## src/rtl/spi_frame_tx.sv

```systemverilog
//------------------------------------------------------------------------------
// Module      : spi_frame_tx
// Description : SPI master transmitter for one 3-byte command frame
//               {command, databyte1, databyte2}. Mode 0, MSB first, cs is
//               active-high for the whole frame, then a fixed idle gap.
//               Optional macro SPI_TX_READBACK_EN adds an sdo input that is
//               sampled on every sck rise into rx_data.
// Revision    : 1.0 - initial release
//------------------------------------------------------------------------------
`default_nettype none

module spi_frame_tx #(
   parameter int CLK_DIV    = 4,   // sck half-period in clk cycles (>= 1)
   parameter int GAP_CYCLES = 8    // idle clk cycles after cs drops (>= 1)
) (
   input  logic        clk,
   input  logic        reset,
   input  logic        start,
   input  logic [7:0]  command,
   input  logic [7:0]  databyte1,
   input  logic [7:0]  databyte2,
`ifdef SPI_TX_READBACK_EN
   input  logic        sdo,
   output logic [23:0] rx_data,
`endif
   output logic        busy,
   output logic        done,
   output logic        cs,
   output logic        sck,
   output logic        sdi
);

   // One counter serves both the sck half-period and the gap wait
   localparam int c_CNT_MAX = (CLK_DIV > GAP_CYCLES) ? CLK_DIV : GAP_CYCLES;
   localparam int c_CNT_W   = $clog2(c_CNT_MAX + 1);

   localparam logic [c_CNT_W-1:0] c_DIV_LAST = c_CNT_W'(CLK_DIV - 1);
   localparam logic [c_CNT_W-1:0] c_GAP_LAST = c_CNT_W'(GAP_CYCLES - 1);
   localparam logic [4:0]         c_BIT_LAST = 5'd23;

   typedef enum logic [2:0] {
      ST_IDLE  = 3'd0,
      ST_SETUP = 3'd1,
      ST_SHIFT = 3'd2,
      ST_HOLD  = 3'd3,
      ST_GAP   = 3'd4
   } state_t;

   state_t               r_state;
   state_t               w_state_nxt;
   logic [23:0]          r_shift;
   logic [23:0]          w_shift_nxt;
   logic [4:0]           r_bit_cnt;
   logic [4:0]           w_bit_nxt;
   logic [c_CNT_W-1:0]   r_div_cnt;
   logic [c_CNT_W-1:0]   w_div_nxt;
   logic                 r_cs;
   logic                 w_cs_nxt;
   logic                 r_sck;
   logic                 w_sck_nxt;
   logic                 r_sdi;
   logic                 w_sdi_nxt;
   logic                 r_busy;
   logic                 w_busy_nxt;
   logic                 r_done;
   logic                 w_done_nxt;

   // State and all output registers; reset aborts any frame without done
   always_ff @(posedge clk or posedge reset) begin
      if (reset) begin
         r_state   <= ST_IDLE;
         r_shift   <= '0;
         r_bit_cnt <= '0;
         r_div_cnt <= '0;
         r_cs      <= 1'b0;
         r_sck     <= 1'b0;
         r_sdi     <= 1'b0;
         r_busy    <= 1'b0;
         r_done    <= 1'b0;
      end else begin
         r_state   <= w_state_nxt;
         r_shift   <= w_shift_nxt;
         r_bit_cnt <= w_bit_nxt;
         r_div_cnt <= w_div_nxt;
         r_cs      <= w_cs_nxt;
         r_sck     <= w_sck_nxt;
         r_sdi     <= w_sdi_nxt;
         r_busy    <= w_busy_nxt;
         r_done    <= w_done_nxt;
      end
   end

   // Next-state and next-output decode; every event fires when the divide
   // counter reaches its terminal value, then the counter restarts at 0
   always_comb begin
      w_state_nxt = r_state;
      w_shift_nxt = r_shift;
      w_bit_nxt   = r_bit_cnt;
      w_div_nxt   = r_div_cnt + c_CNT_W'(1);
      w_cs_nxt    = r_cs;
      w_sck_nxt   = r_sck;
      w_sdi_nxt   = r_sdi;
      w_busy_nxt  = r_busy;
      w_done_nxt  = 1'b0;

      case (r_state)
         ST_IDLE: begin
            w_div_nxt = '0;
            if (start) begin
               // Edge 0: latch frame, raise cs, present the first bit
               w_shift_nxt = {command, databyte1, databyte2};
               w_bit_nxt   = '0;
               w_cs_nxt    = 1'b1;
               w_busy_nxt  = 1'b1;
               w_sdi_nxt   = command[7];
               w_state_nxt = ST_SETUP;
            end
         end

         ST_SETUP: begin
            if (r_div_cnt == c_DIV_LAST) begin
               w_div_nxt   = '0;
               w_sck_nxt   = 1'b1;
               w_state_nxt = ST_SHIFT;
            end
         end

         ST_SHIFT: begin
            if (r_div_cnt == c_DIV_LAST) begin
               w_div_nxt = '0;
               w_sck_nxt = ~r_sck;
               if (r_sck) begin
                  // Falling edge: the only place sdi is allowed to move
                  if (r_bit_cnt == c_BIT_LAST) begin
                     w_sdi_nxt   = 1'b0;
                     w_shift_nxt = '0;
                     w_bit_nxt   = '0;
                     w_state_nxt = ST_HOLD;
                  end else begin
                     w_sdi_nxt   = r_shift[22];
                     w_shift_nxt = {r_shift[22:0], 1'b0};
                     w_bit_nxt   = r_bit_cnt + 5'd1;
                  end
               end
            end
         end

         ST_HOLD: begin
            if (r_div_cnt == c_DIV_LAST) begin
               w_div_nxt   = '0;
               w_cs_nxt    = 1'b0;
               w_state_nxt = ST_GAP;
            end
         end

         ST_GAP: begin
            if (r_div_cnt == c_GAP_LAST) begin
               // busy drops together with done so a start seen during the
               // done cycle is accepted immediately
               w_div_nxt   = '0;
               w_busy_nxt  = 1'b0;
               w_done_nxt  = 1'b1;
               w_state_nxt = ST_IDLE;
            end
         end

         default: begin
            w_state_nxt = ST_IDLE;
            w_div_nxt   = '0;
         end
      endcase
   end

`ifdef SPI_TX_READBACK_EN
   logic        w_accept;
   logic        w_sck_rise;
   logic [23:0] r_rx_data;

   assign w_accept   = (r_state == ST_IDLE) && start;
   assign w_sck_rise = ~r_sck & w_sck_nxt;

   // Capture sdo on every sck rise; cleared when a new frame is accepted
   always_ff @(posedge clk or posedge reset) begin
      if (reset) begin
         r_rx_data <= '0;
      end else if (w_accept) begin
         r_rx_data <= '0;
      end else if (w_sck_rise) begin
         r_rx_data <= {r_rx_data[22:0], sdo};
      end
   end

   assign rx_data = r_rx_data;
`endif

   assign busy = r_busy;
   assign done = r_done;
   assign cs   = r_cs;
   assign sck  = r_sck;
   assign sdi  = r_sdi;

endmodule

`default_nettype wire

```

## config.mk

```make
export PLATFORM = sky130hd
export DESIGN_NAME = spi_frame_tx
export DESIGN_NICKNAME = d
export VERILOG_FILES = /design/src/rtl/spi_frame_tx.sv
export SDC_FILE = /design/constraint.sdc
export NUM_CORES = 1
export LEC_CHECK = 0
export CAP_MARGIN = 0
export CORE_MARGIN = 10
export CORE_UTILIZATION = 54
export DETAILED_ROUTE_END_ITERATION = 10
export PLACE_DENSITY = 0.8
export SETUP_SLACK_MARGIN = 0.5
export SLEW_MARGIN = 15
export SYNTH_ARGS = -nofsm -noshare
export SYNTH_HDL_FRONTEND = slang
export SYNTH_SLANG_ARGS = --single-unit
```

## constraint.sdc

```tcl
create_clock -name clk -period 2.48 [get_ports clk]
set_input_delay 0.372 -clock clk [delete_from_list [all_inputs] [get_ports clk]]
set_output_delay 0.372 -clock clk [all_outputs]
set_load 0.005 [all_outputs]
```

Word level (Yosys, flattened, before mapping):

Cells that the tools add are included.

* register bits: 40
* logic and storage cells: 73
* input bits: 27
* output and inout port bits: 5

* bitwise operators: 1
* equal/unequal tests: 14
* reduce and logical (&&, ||, !) cells: 11
* multiplexer cells: 36
* $add $sub $neg: 2

Operator list (count)
* $mux 23: 4
* $pmux 23 s2: 1
* $mux 3: 7
* $mux 5: 4
* $pmux 3 s5: 1
* $ne 2x2->1 const B: 7
* $mux 1: 11
* $pmux 5 s2: 1
* $reduce_and 3->1: 3
* $mux 4: 2
* $pmux 1 s2: 4
* $pmux 4 s2: 1
* $reduce_bool 2->1: 4
* $reduce_and 7->1: 1
* $eq 3x2->1 const B: 2
* $add 5x1->5 const B: 1
* $eq 5x5->1 const B: 1
* $add 4x1->4 const B: 1
* $eq 4x2->1 const B: 1
* $eq 4x3->1 const B: 1
* $reduce_and 4->1: 1
* $eq 3x1->1 const B: 1
* $eq 3x3->1 const B: 1
* $logic_not 3->1: 1
* 2 further kinds: 2

Logic depth before layout (Yosys ltp):

Gate-level depths: netlist of run 1.

* word-level depth: 5
* gate-level depth with buffers: 6

Worst setup path before layout of run 1:

No wires, ideal clock.

* kind: register -> register
* start point: reg r_div_cnt[0]
* end point: reg r_bit_cnt[1]
* arrival time: 1.759 ns
* clock period less this slack: 1.884 ns
* setup time: 0.125 ns
* setup slack: 0.596 ns
* stages on the path, launching flop included: 6
* cell sequence: dfrtp_1 -> ha_1 -> or3b_4 -> o31ai_4 -> buf_6 -> mux2_2

* word-level cells in the longest chain between the ends: 3

RTL lines
* from (decl): line 55 `logic [c_CNT_W-1:0] r_div_cnt;`
* from (signal assigned): line 84 `r_div_cnt <= w_div_nxt;`
* $eq 4x2->1: line 129 `if (r_div_cnt == c_DIV_LAST) begin`
* $ne 2x2->1 (no source line)
* $reduce_and 4->1 (no source line)
* to (signal assigned): line 83 `r_bit_cnt <= w_bit_nxt;`
* to (decl): line 53 `logic [4:0] r_bit_cnt;`

Every way passes these cells.
A chain may end at the register's enable or synchronous reset.

Worst setup path in the final report of run 1:

* start point: reg r_state[1]
* end point: reg r_shift[20]

* word-level cells in the longest chain between the ends: 3

RTL lines
* from (decl): line 49 `state_t r_state;`
* from (signal assigned): line 81 `r_state <= w_state_nxt;`
* $eq 3x2->1 or $logic_not 3->1 (tied branches): line 106 `case (r_state)`
* $ne 2x2->1 (no source line) or $reduce_bool 2->1 (tied branches)
* $reduce_and 4->1 (no source line)
* to (signal assigned): line 82 `r_shift <= w_shift_nxt;`
* to (decl): line 51 `logic [23:0] r_shift;`

Several ways; a longest one is shown, not always the timed one.

==> PnR_summary.wiki, run 1 <==
{| class="wikitable"
! Metric !! Value
|-
| Overall fraction of global-route tracks in use || 0.150
|-
| Residual antenna-violating net count after detailed routing || 0
|-
| Placement Setup Slack || roughly 0.17 ns
|-
| Maximum net fanout on the critical path || 25
|-
| Cell-by-cell listing of the critical path || or3b_2 > a32oi_1 > mux2i_2
|-
| Share of the clock period used by the worst path after layout || 0.767
|-
| Setup violations, final || 0
|-
| Transition time at the pin with the least slew margin || around 0.55 ns
|-
| Via density per instance || 5.87
|-
| Floorplan die area || approximately 7200 sq um
|-
| WL/cell || about 17 microns
|-
| Worst setup skew after layout || about 0.0077 ns
|-
| Post-route setup TNS || 0 ns
|-
| Horizontal die dimension || between 80 and 90 microns
|-
| Top post-synthesis cells by count || dfrtp_1 (40), inv_1 (29), mux2i_1 (26), and2_1 (25), a32oi_1 (23)
|-
| Layout cells sized above 1 || 0.129
|-
| Final count of hold timing violations || 0
|-
| Clock latency on the worst-skew pair || about 0.29 ns
|-
| Placed instance area || roughly 2600 sq um
|-
| Static leakage power || 1.09 nW
|-
| Crit path required time || around 2.6 ns
|-
| HPWL reported at the end of detailed placement || approximately 3600 microns
|-
| Power density relative to cell area || 401 nW/um^2
|-
| Ant. Diodes || 0
|-
| Number of unique standard cell types used by synthesis || 45
|-
| Clock tree from TritonCTS || built
|-
| Slew headroom || 0.631
|-
| Async SR Flop Fraction || 1.00
|-
| Placeable core area || between 4000 and 5000 sq um
|-
| Via count of the first global-routing pass || slightly below 2000
|-
| Fraction of post-synthesis cell area in the top cell type by area || 0.441
|-
| Residual DRC count || 0
|-
| Setup repair after global routing missed its margin || false
|-
| Signed area change from the synthesized netlist to the final layout || 22.8%
|-
| Max-cap viol count || 0
|-
| Global-route wire length before repair || between 9000 and 10000 microns
|-
| Final WL || approximately 5400 microns
|-
| Number of antenna violations at the first check in global routing || 0
|-
| Most area-hungry cell type in the Yosys netlist || dfrtp_1
|-
| Placement row count || 23
|-
| Type of origin of the critical path || flip-flop
|-
| RD Place Congestion || between 0.8 and 0.9
|-
| Flip-flop and latch count after synthesis || 40
|-
| Vert. Die Dim || around 85 microns
|-
| Initial Utilization || 0.564
|-
| Max-slew violation total from the final report || 0
|-
| Number of flops mapped to enable cells by yosys || 0
|-
| Buffers added on ports || 31
|-
| Clock tree buffer depth || 2
|-
| Crit path max-delay cell type || or3b_2
|-
| Aggregate global routing overflow || 0
|-
| Clock root cell || clkbuf_8
|-
| First-iteration detailed-routing DRC count || ~160
|-
| Data arrival at the endpoint of the critical path || 2.07 ns
|-
| Commonest register cell after synthesis || dfrtp_1
|-
| Synth Instances || roughly 230
|-
| Avg Synthesized Cell Area || ~10 sq um
|-
| Status || completed
|-
| Mapped Area || 2270 sq um
|-
| Clock-pin slew on the worst setup and hold paths || 0.08 ns
|-
| Maximum number of pins on one net before global-route repair || just over 40
|-
| DRT Pass-1 Iters || 5
|-
| Min setup slack post-route || a little under 0.6 ns
|-
| Number of top-level pins || 32
|-
| H-tree depth || 2
|-
| Vias after detailed routing || approximately 1800
|-
| Number of clock buffers inserted by TritonCTS || 5
|-
| Final critical-path required period || about 1.9 ns
|-
| Cell count after placement || roughly 300
|-
| Stage delay of the slowest cell on the critical path || ~0.74 ns
|-
| Hold Path Class || flip-flop to flip-flop
|-
| Mapped Nets || around 250
|-
| Number of nets at the end of the flow || around 290
|-
| Portion of the post-synthesis area used by sequential elements || 0.441
|-
| CP Capture Type || flip-flop
|-
| Count of placed standard cells in the final layout, fillers left out || 313
|-
| Kind of critical path || flip-flop to flip-flop
|-
| Yosys synthesis warning count || 0
|-
| Maximum clock frequency || about 530 MHz
|-
| Cell area after layout || between 2000 and 3000 sq um
|-
| Cells taking the most area after synthesis || dfrtp_1 (44%), mux2i_1 (11%), a32oi_1 (8.9%), and2_1 (6.9%), inv_1 (4.8%)
|-
| Number of clock sinks || 40
|-
| Most numerous cell in the Yosys netlist || dfrtp_1
|-
| IR drop worst, VDD || around 0.00028 V
|}
-- critical path, delay by kind of cell, from the launching register on --
kind            cells  cell delay, ns
compound gates      1            0.33
simple gates        1            0.74
mux                 1            0.11
flops               1            0.58
-- layer usage --
layer	wire [microns]	vias to the layer above	part of all wire	GRT usage
met5	0	-	0	0
met1	2290	906	0.42	0.186
met3	246	11	0.046	0.0402
met2	2790	52	0.52	0.240
li1	-	868	-	-
met4	77	0	0.014	0.0659
-- through the flow --
step	total power [mW]	hold WS (ns)	utilization
after floorplan	0.674	0.433	-
after global placement	0.722	0.445	0.657
after detailed placement	0.722	0.450	0.657
after CTS	1.13	0.460	0.683
after global routing	1.16	0.478	0.692
final	1.12	0.465	0.692
-- path summary, 6_finish.rpt --
check	to	slack, ns	startpoint	depth (start not counted)
min in group asynchronous	r_div_cnt[0]	0.51	reset	3
max in group asynchronous	r_state[0]	1.58	reset	3
setup reg to reg	r_shift[20]	0.58	r_state[1]	3
setup / recovery	r_shift[20]	0.58	r_state[1]	3
hold reg to reg	r_div_cnt[0]	0.47	r_div_cnt[0]	1
hold / removal	r_div_cnt[0]	0.47	r_div_cnt[0]	1
-- sequential cells by signal, summed over array words and instances, names as in the netlist --
name,cells
sck,1
r_div_cnt,4
busy,1
r_bit_cnt,5
done,1
r_state,3
r_shift,23
sdi,1
cs,1
-- report_power, final --
| group | internal [mW] | total, mW | switching [mW] |
|---|---|---|---|
| sequential | 0.652 | 0.652 | 0 |
| combinational | 0.0369 | 0.0570 | 0.0202 |
| clock | 0.191 | 0.408 | 0.217 |
| total | 0.880 | 1.12 | 0.237 |
-- layout make-up --
cell class	instances	area (sq um)
Fill cell	314	1240
Multi-Input combinational cell	139	1080
Sequential cell	40	1000
Timing Repair Buffer	48	450
Inverter	29	109
Clock buffer	6	72.6
Tap cell	50	62.6
Clock inverter	1	5.00
-- layout by cell type, fill, tap and decap left out, types with 3 or more instances in the layout --
cell type,Yosys,routed
dfrtp_1,40,38
clkdlybuf4s50_1,0,31
inv_1,29,29
and2_1,25,25
mux2i_1,26,25
a32oi_1,23,23
buf_4,1,16
nand2_1,8,8
nor3_1,5,5
clkbuf_8,0,5
nor2_1,4,4
nor2b_1,4,4
a21oi_1,3,3
o21ai_0,3,3
nand3_1,3,3
-- what timing repair did --
action	4_1_cts	5_1_grt
setup endpoints to repair	24	23
pin swaps	1	1
buffers inserted	2	3
resized for setup	0	5
hold buffers	0	0
-- kinds of logic after synthesis --
| group | count (synthesis) | synth area share |
|---|---|---|
| simple gates | 67 | 0.180 |
| buf+inv | 46 | 0.0870 |
| flops | 40 | 0.441 |
| fa+ha+maj | 2 | 0.0110 |
| compound gates | 40 | 0.150 |
| xor+xnor | 3 | 0.0116 |
| mux | 27 | 0.120 |
No activity file was read; power rests on OpenSTA's default activity.
==> inputs of run 2 (changes only) <==
clock period = 1.9 ns   (was 2.48 ns; I/O delays follow)
==> PnR_summary.wiki, run 2 (synthesized netlist as in run 1, its figures left out) <==
{| class="wikitable"
! Metric !! Value
|-
| Core Util, Final || 0.753
|-
| Global-route wire length before repair || between 9000 and 10000 microns
|-
| Delay-heaviest family, CP || simple AND/OR/NAND/NOR gates
|-
| Maximum number of pins on one net before global-route repair || between 40 and 50
|-
| CP Capture Type || flip-flop
|-
| Power share of the sequential group || 0.520
|-
| H-tree depth || 2
|-
| Setup violations, final || 0
|-
| Most common cell after layout, fill and taps aside || dfrtp_1
|-
| Ant. Diodes || 0
|-
| Status || completed
|-
| Clock tree from TritonCTS || built
|-
| Clk network pwr share || 0.434
|-
| Layout cells sized above 1 || 0.205
|-
| Max-slew violation total from the final report || 0
|-
| HPWL reported at the end of detailed placement || between 3000 and 4000 microns
|-
| Data arrival at the endpoint of the critical path || 1.98 ns
|-
| Clock-pin slew on the worst setup and hold paths || 0.08 ns
|-
| Internal cell power || approximately 1.3 mW
|-
| First-iteration detailed-routing DRC count || 93
|-
| Flip-flop count of the largest register after layout || 23
|-
| Number of clock buffers inserted by TritonCTS || 5
|-
| Final critical-path required period || between 1.5 and 2 ns
|-
| Final worst hold slack || a little over 0.4 ns
|-
| Via count of the first global-routing pass || 1920
|-
| Largest registers ranked by flip-flop count || r_shift: 23 flops, r_bit_cnt: 5 flops, r_div_cnt: 4 flops
|-
| Clock tree buffer depth || 2
|-
| Type of origin of the critical path || flip-flop
|-
| Transition time at the pin with the least slew margin || between 0.5 and 0.6 ns
|-
| Most frequent cells in the layout || dfrtp_1 (39), inv_1 (29), clkdlybuf4s50_1 (26)
|-
| Clock latency on the worst-skew pair || 0.30 ns
|-
| Static leakage power || between 1 and 1.5 nW
|-
| Via density per instance || 5.79
|-
| Signed area change from the synthesized netlist to the final layout || 33.7%
|-
| Placement Setup Slack || ~0.0046 ns
|-
| Horizontal die dimension || between 80 and 90 microns
|-
| Maximum clock frequency || 566 MHz
|-
| WL/cell || between 15 and 20 microns
|-
| Number of antenna violations at the first check in global routing || 0
|-
| Crit path required time || about 2.1 ns
|-
| Setup repair after global routing missed its margin || true
|-
| Power density relative to cell area || roughly 540 nW/um^2
|-
| Residual antenna-violating net count after detailed routing || 0
|-
| Max-cap viol count || 0
|-
| Number of top-level pins || 32
|-
| Share of the clock period used by the worst path after layout || 0.929
|-
| Placeable core area || 4030 sq um
|-
| Slew headroom || 0.663
|-
| Crit path max-delay cell type || or4b_4
|-
| Stage delay of the slowest cell on the critical path || about 0.52 ns
|-
| Residual DRC count || 0
|-
| IR drop worst, VDD || 0.000398 V
|-
| Floorplan die area || between 7000 and 8000 sq um
|-
| Vias after detailed routing || 1900
|-
| Hold Path Class || input pin to async pin
|-
| Clock root cell || clkbuf_8
|-
| Kind of critical path || flip-flop to flip-flop
|-
| Final count of hold timing violations || 0
|-
| Total net switching power || about 0.35 mW
|-
| Register with the highest flop count || r_shift
|-
| Aggregate global routing overflow || 0
|-
| Maximum net fanout on the critical path || 9
|-
| Final WL || around 5600 microns
|-
| Post-route setup TNS || 0 ns
|-
| Number of clock sinks || 40
|-
| Vert. Die Dim || ~85 microns
|-
| Buffers added on ports || 31
|-
| Fraction of power spent switching nets || 0.212
|-
| Initial Utilization || 0.564
|-
| Min setup slack post-route || roughly 0.13 ns
|-
| DRT Pass-1 Iters || 4
|-
| RD Place Congestion || slightly below 0.8
|-
| Placement row count || 23
|-
| Worst setup skew after layout || 0.00967 ns
|-
| WP buf/inv || 3
|-
| Share of total power in combinational logic || 0.046
|-
| Final Power || about 1.6 mW
|-
| Cell-by-cell listing of the critical path || buf_4 > or4b_4 > o31ai_4 > buf_6 > buf_12 > mux2i_2
|-
| Number of nets at the end of the flow || roughly 310
|-
| Overall fraction of global-route tracks in use || 0.161
|}
==> run 2: changes by cell type in the layout (fill, tap and decap cells not counted), moves of 2 or more <==
cell	before	now
ha_1	2	0
buf_4	16	25
clkdlybuf4s50_1	31	26
buf_12	1	3
buf_6	0	3
dlygate4sd2_1	0	5
==> run 2: area by class of cell <==
class                   instances  area [sq um]
repair buffers                 62           586
multi-input cells             139          1160
clock buffers                   5          68.8
flip-flops and latches         40          1000
clock inverters                 3          42.5
inverters                      29           109
fillers                       268           993
well taps                      50          62.6
==> run 2: final timing paths <==
path | from | endpoint | slack, ns | cells past startpoint
worst max-delay path | r_state[0] | r_shift[14] | 0.13 | 6
worst min-delay path | reset | busy | 0.41 | 3
worst max register to register | r_state[0] | r_shift[14] | 0.13 | 6
worst min register to register | r_shift[10] | r_shift[10] | 0.52 | 2
max in group asynchronous | reset | r_state[1] | 1.12 | 3
min in group clk | r_shift[10] | r_shift[10] | 0.52 | 2
==> run 2: through the flow <==
| stage | area, sq um | instances |
|---|---|---|
| 6_report | 3040 | 328 |
| 5_1_grt | 3040 | 328 |
| 4_1_cts | 2990 | 324 |
| 3_5_place_dp | 2770 | 307 |
| 3_3_place_gp | 2770 | 307 |
| 2_1_floorplan | 2340 | 225 |
==> run 2: what timing repair did <==
item	4_1_cts	5_1_grt
setup buffers	9	4
hold buffers	0	0
resized for setup	15	3
setup endpoints to repair	42	38
pin swaps	2	4
==> run 2: worst reg2reg max path: cells and delay by family (launching register included) <==
| family | cells | cell delay, ns |
|---|---|---|
| muxes | 1 | 0.22 |
| and+or+nand+nor | 1 | 0.52 |
| AOI/OAI and AO/OA | 1 | 0.08 |
| DFF | 1 | 0.42 |
| buffers and inverters | 3 | 0.44 |
==> run 2: metal layers <==
| metal | wire length [microns] | up-vias | GRT usage |
|---|---|---|---|
| met5 | 0 | - | 0 |
| met4 | 69 | 0 | 0.0524 |
| met3 | 232 | 6 | 0.0392 |
| met2 | 2790 | 41 | 0.252 |
| met1 | 2550 | 949 | 0.212 |
| li1 | - | 904 | - |
==> run 2: power groups by stage <==
stage | clock, mW | combinational (mW) | sequential (mW)
after global routing | 0.752 | 0.0825 | 0.850
final | 0.710 | 0.0759 | 0.850
after global placement | 0 | 0.0768 | 0.867
after floorplan | 0 | 0.0129 | 0.867
after CTS | 0.715 | 0.0774 | 0.850
after detailed placement | 0 | 0.0766 | 0.867
==> patch, RTL diff (settings of run 1) <==
`CLK_DIV`: 4 -> 2.
--- a/src/rtl/spi_frame_tx.sv
+++ b/src/rtl/spi_frame_tx.sv
@@ -11,5 +11,5 @@
 
 module spi_frame_tx #(
-   parameter int CLK_DIV    = 4,   // sck half-period in clk cycles (>= 1)
+   parameter int CLK_DIV    = 2,   // sck half-period in clk cycles (>= 1)
    parameter int GAP_CYCLES = 8    // idle clk cycles after cs drops (>= 1)
 ) (
Check against the original RTL: not equivalent (Yosys sat finds a counterexample within 4 cycles, from zero or initial values and one cycle with reset high).
==> patch against run 1 <==
  * Area after synthesis decreased by 14%
  * Synthesized cell count decreased by 12%
  * Sequential cell count unchanged
  * Final cell count decreased by 11%
  * Highest routed layer unchanged
  * Cell area decreased by 13%
  * Routed wire length decreased by 19%
  * Utilization increased by 1.6 points
  * Global-route usage decreased by 0.80 points
  * Worst setup slack got worse by 17 ps
  * Critical path depth decreased by 2
  * Critical path type is now reg -> out
Power is not compared: it rests on default switching activity, and its combinational part moved more than twofold at a synthesized area within 25%.
==> patch: results (changes against run 1) <==
arrival time at the worst endpoint: 1550 ps (was 2070 ps)
Pre-antenna DRT Iters: 4 (was 5)
Root Driver: clkbuf_4 (was clkbuf_8)
Reg2Reg Depth: 7 (was 3)
Max-slew headroom: 60.7% (was 63.1%)
initial antenna violation count: 0 (unchanged)
nets: 262 (was 292)
first-pass GRT wire length: 7290 µm (was 9030 µm)
sequential share of the synthesized area: 51.3% (was 44.1%)
clock slew at reported path FFs: 120 ps (was 80 ps)
RD Place Congestion: 0.755 (was 0.836)
top cells by area, synth: dfrtp_1 51%, a22oi_1 8.9%, nand2_1 6.5%, o21ai_1 3.8%, o21ai_0 2.8% (was dfrtp_1 44%, mux2i_1 11%, a32oi_1 8.9%, and2_1 6.9%, inv_1 4.8%)
Worst Skew: 12.8 ps (was 7.67 ps)
Distinct cells, synth: 41 (was 45)
Detail Placement HPWL: 2930 µm (was 3610 µm)
CP top delay family: flip-flops (was simple AND/OR/NAND/NOR gates)
top cells by instance count after synthesis: 40 x dfrtp_1, 34 x nand2_1, 23 x a22oi_1 (was 40 x dfrtp_1, 29 x inv_1, 26 x mux2i_1)
status: finished clean (unchanged)
R2R Path End: r_bit_cnt[2] (was r_shift[20])
vias after detailed routing: 1598 (was 1837)
Psw: 1.08 mW
routed wire length: 4370 µm (was 5400 µm)
Starting DRT DRC Count: 210 (was 163)
net count after synthesis: 229 (was 254)
Setup crit start: sck (was r_state[1])
r2r startpoint: r_div_cnt[1] (was r_state[1])
share of cells above drive strength 1: 11.2% (was 12.9%)
Critical Path Slowest Stage Cell: dfrtp_1 (was or3b_2)
clk_lat worst skew: 370 ps (was 290 ps)
crit-path max cell delay: 610 ps (was 740 ps)
CP max FO: 10 (was 25)
HP Class: in -> async (was reg -> reg)
critical path capture point: sck (was r_shift[20])
total global routing track utilization: 14.2% (was 15.0%)
patch: changes by cell type after synthesis, moves of 6 or more:
cell	change
and2_1	-24
a32oi_1	-23
o21ai_0	+8
nor2_1	+6
mux2i_1	-26
nand2_1	+26
o21ai_1	+15
clkbuf_1	-6
inv_1	-23
a22oi_1	+23
patch: routing by layer:
layer  routed length, µm  vias to the layer above  global-route usage, %  share of wire, %
met5                   0                        -                      0                 0
met4                  73                        0                   6.87               1.7
met3                 269                        9                   3.90               6.2
met2                2210                       39                   21.9                50
met1                1820                      764                   18.0                42
li1                    -                      786                      -                 -
patch: worst min-delay path by stage:
stage                   end  slack [ps]
2_1_floorplan    r_shift[0]         450
3_3_place_gp    r_shift[19]         460
3_5_place_dp     r_shift[4]         480
4_1_cts          r_shift[8]         430
5_1_grt        r_bit_cnt[4]         440
6_report       r_bit_cnt[4]         410
patch: power groups by stage:
stage | Combinational [mW] | Sequential [mW] | Clock, mW
2_1_floorplan | 0.869 | 1.02 | 0
4_1_cts | 1.12 | 1.08 | 0.439
5_1_grt | 1.28 | 1.12 | 0.472
3_5_place_dp | 1.08 | 1.09 | 0
6_report | 1.14 | 1.09 | 0.430
3_3_place_gp | 1.02 | 1.08 | 0
patch: per-stage QoR:
step                instances  setup slack (ps)  area [µm²]  utilization, %
global placement          269               234        2300            67.2
finish                    279               561        2420            70.8
global route              279               497        2420            70.8
CTS                       278               578        2400            70.2
floorplan                 199               804        1950               -
detailed placement        269               192        2300            67.2
patch: area by class of cell:
cell class                 instances  area (µm²)
inverter                           6        22.5
multi-input combinational        140         886
tap                               46        57.6
clock buffer                       5        37.5
clock inverter                     3        42.5
timing repair buffer              39         370
sequential                        40        1000
fill                             248         998
patch: repair_timing:
action                                  CTS  global route
pin swaps                                 1             1
gates cloned                              1             0
gates resized for setup                   1             1
endpoints found under the setup margin   15             9
buffers inserted                          0             1
patch: logic make-up after synthesis:
logic type / Yosys count / share of synthesized area (%)
fa+ha+maj: 3 / 1.92
buf+inv: 20 / 5.58
simple gates: 63 / 15.1
xor+xnor: 3 / 1.35
flops: 40 / 51.3
compound gates: 70 / 24.7
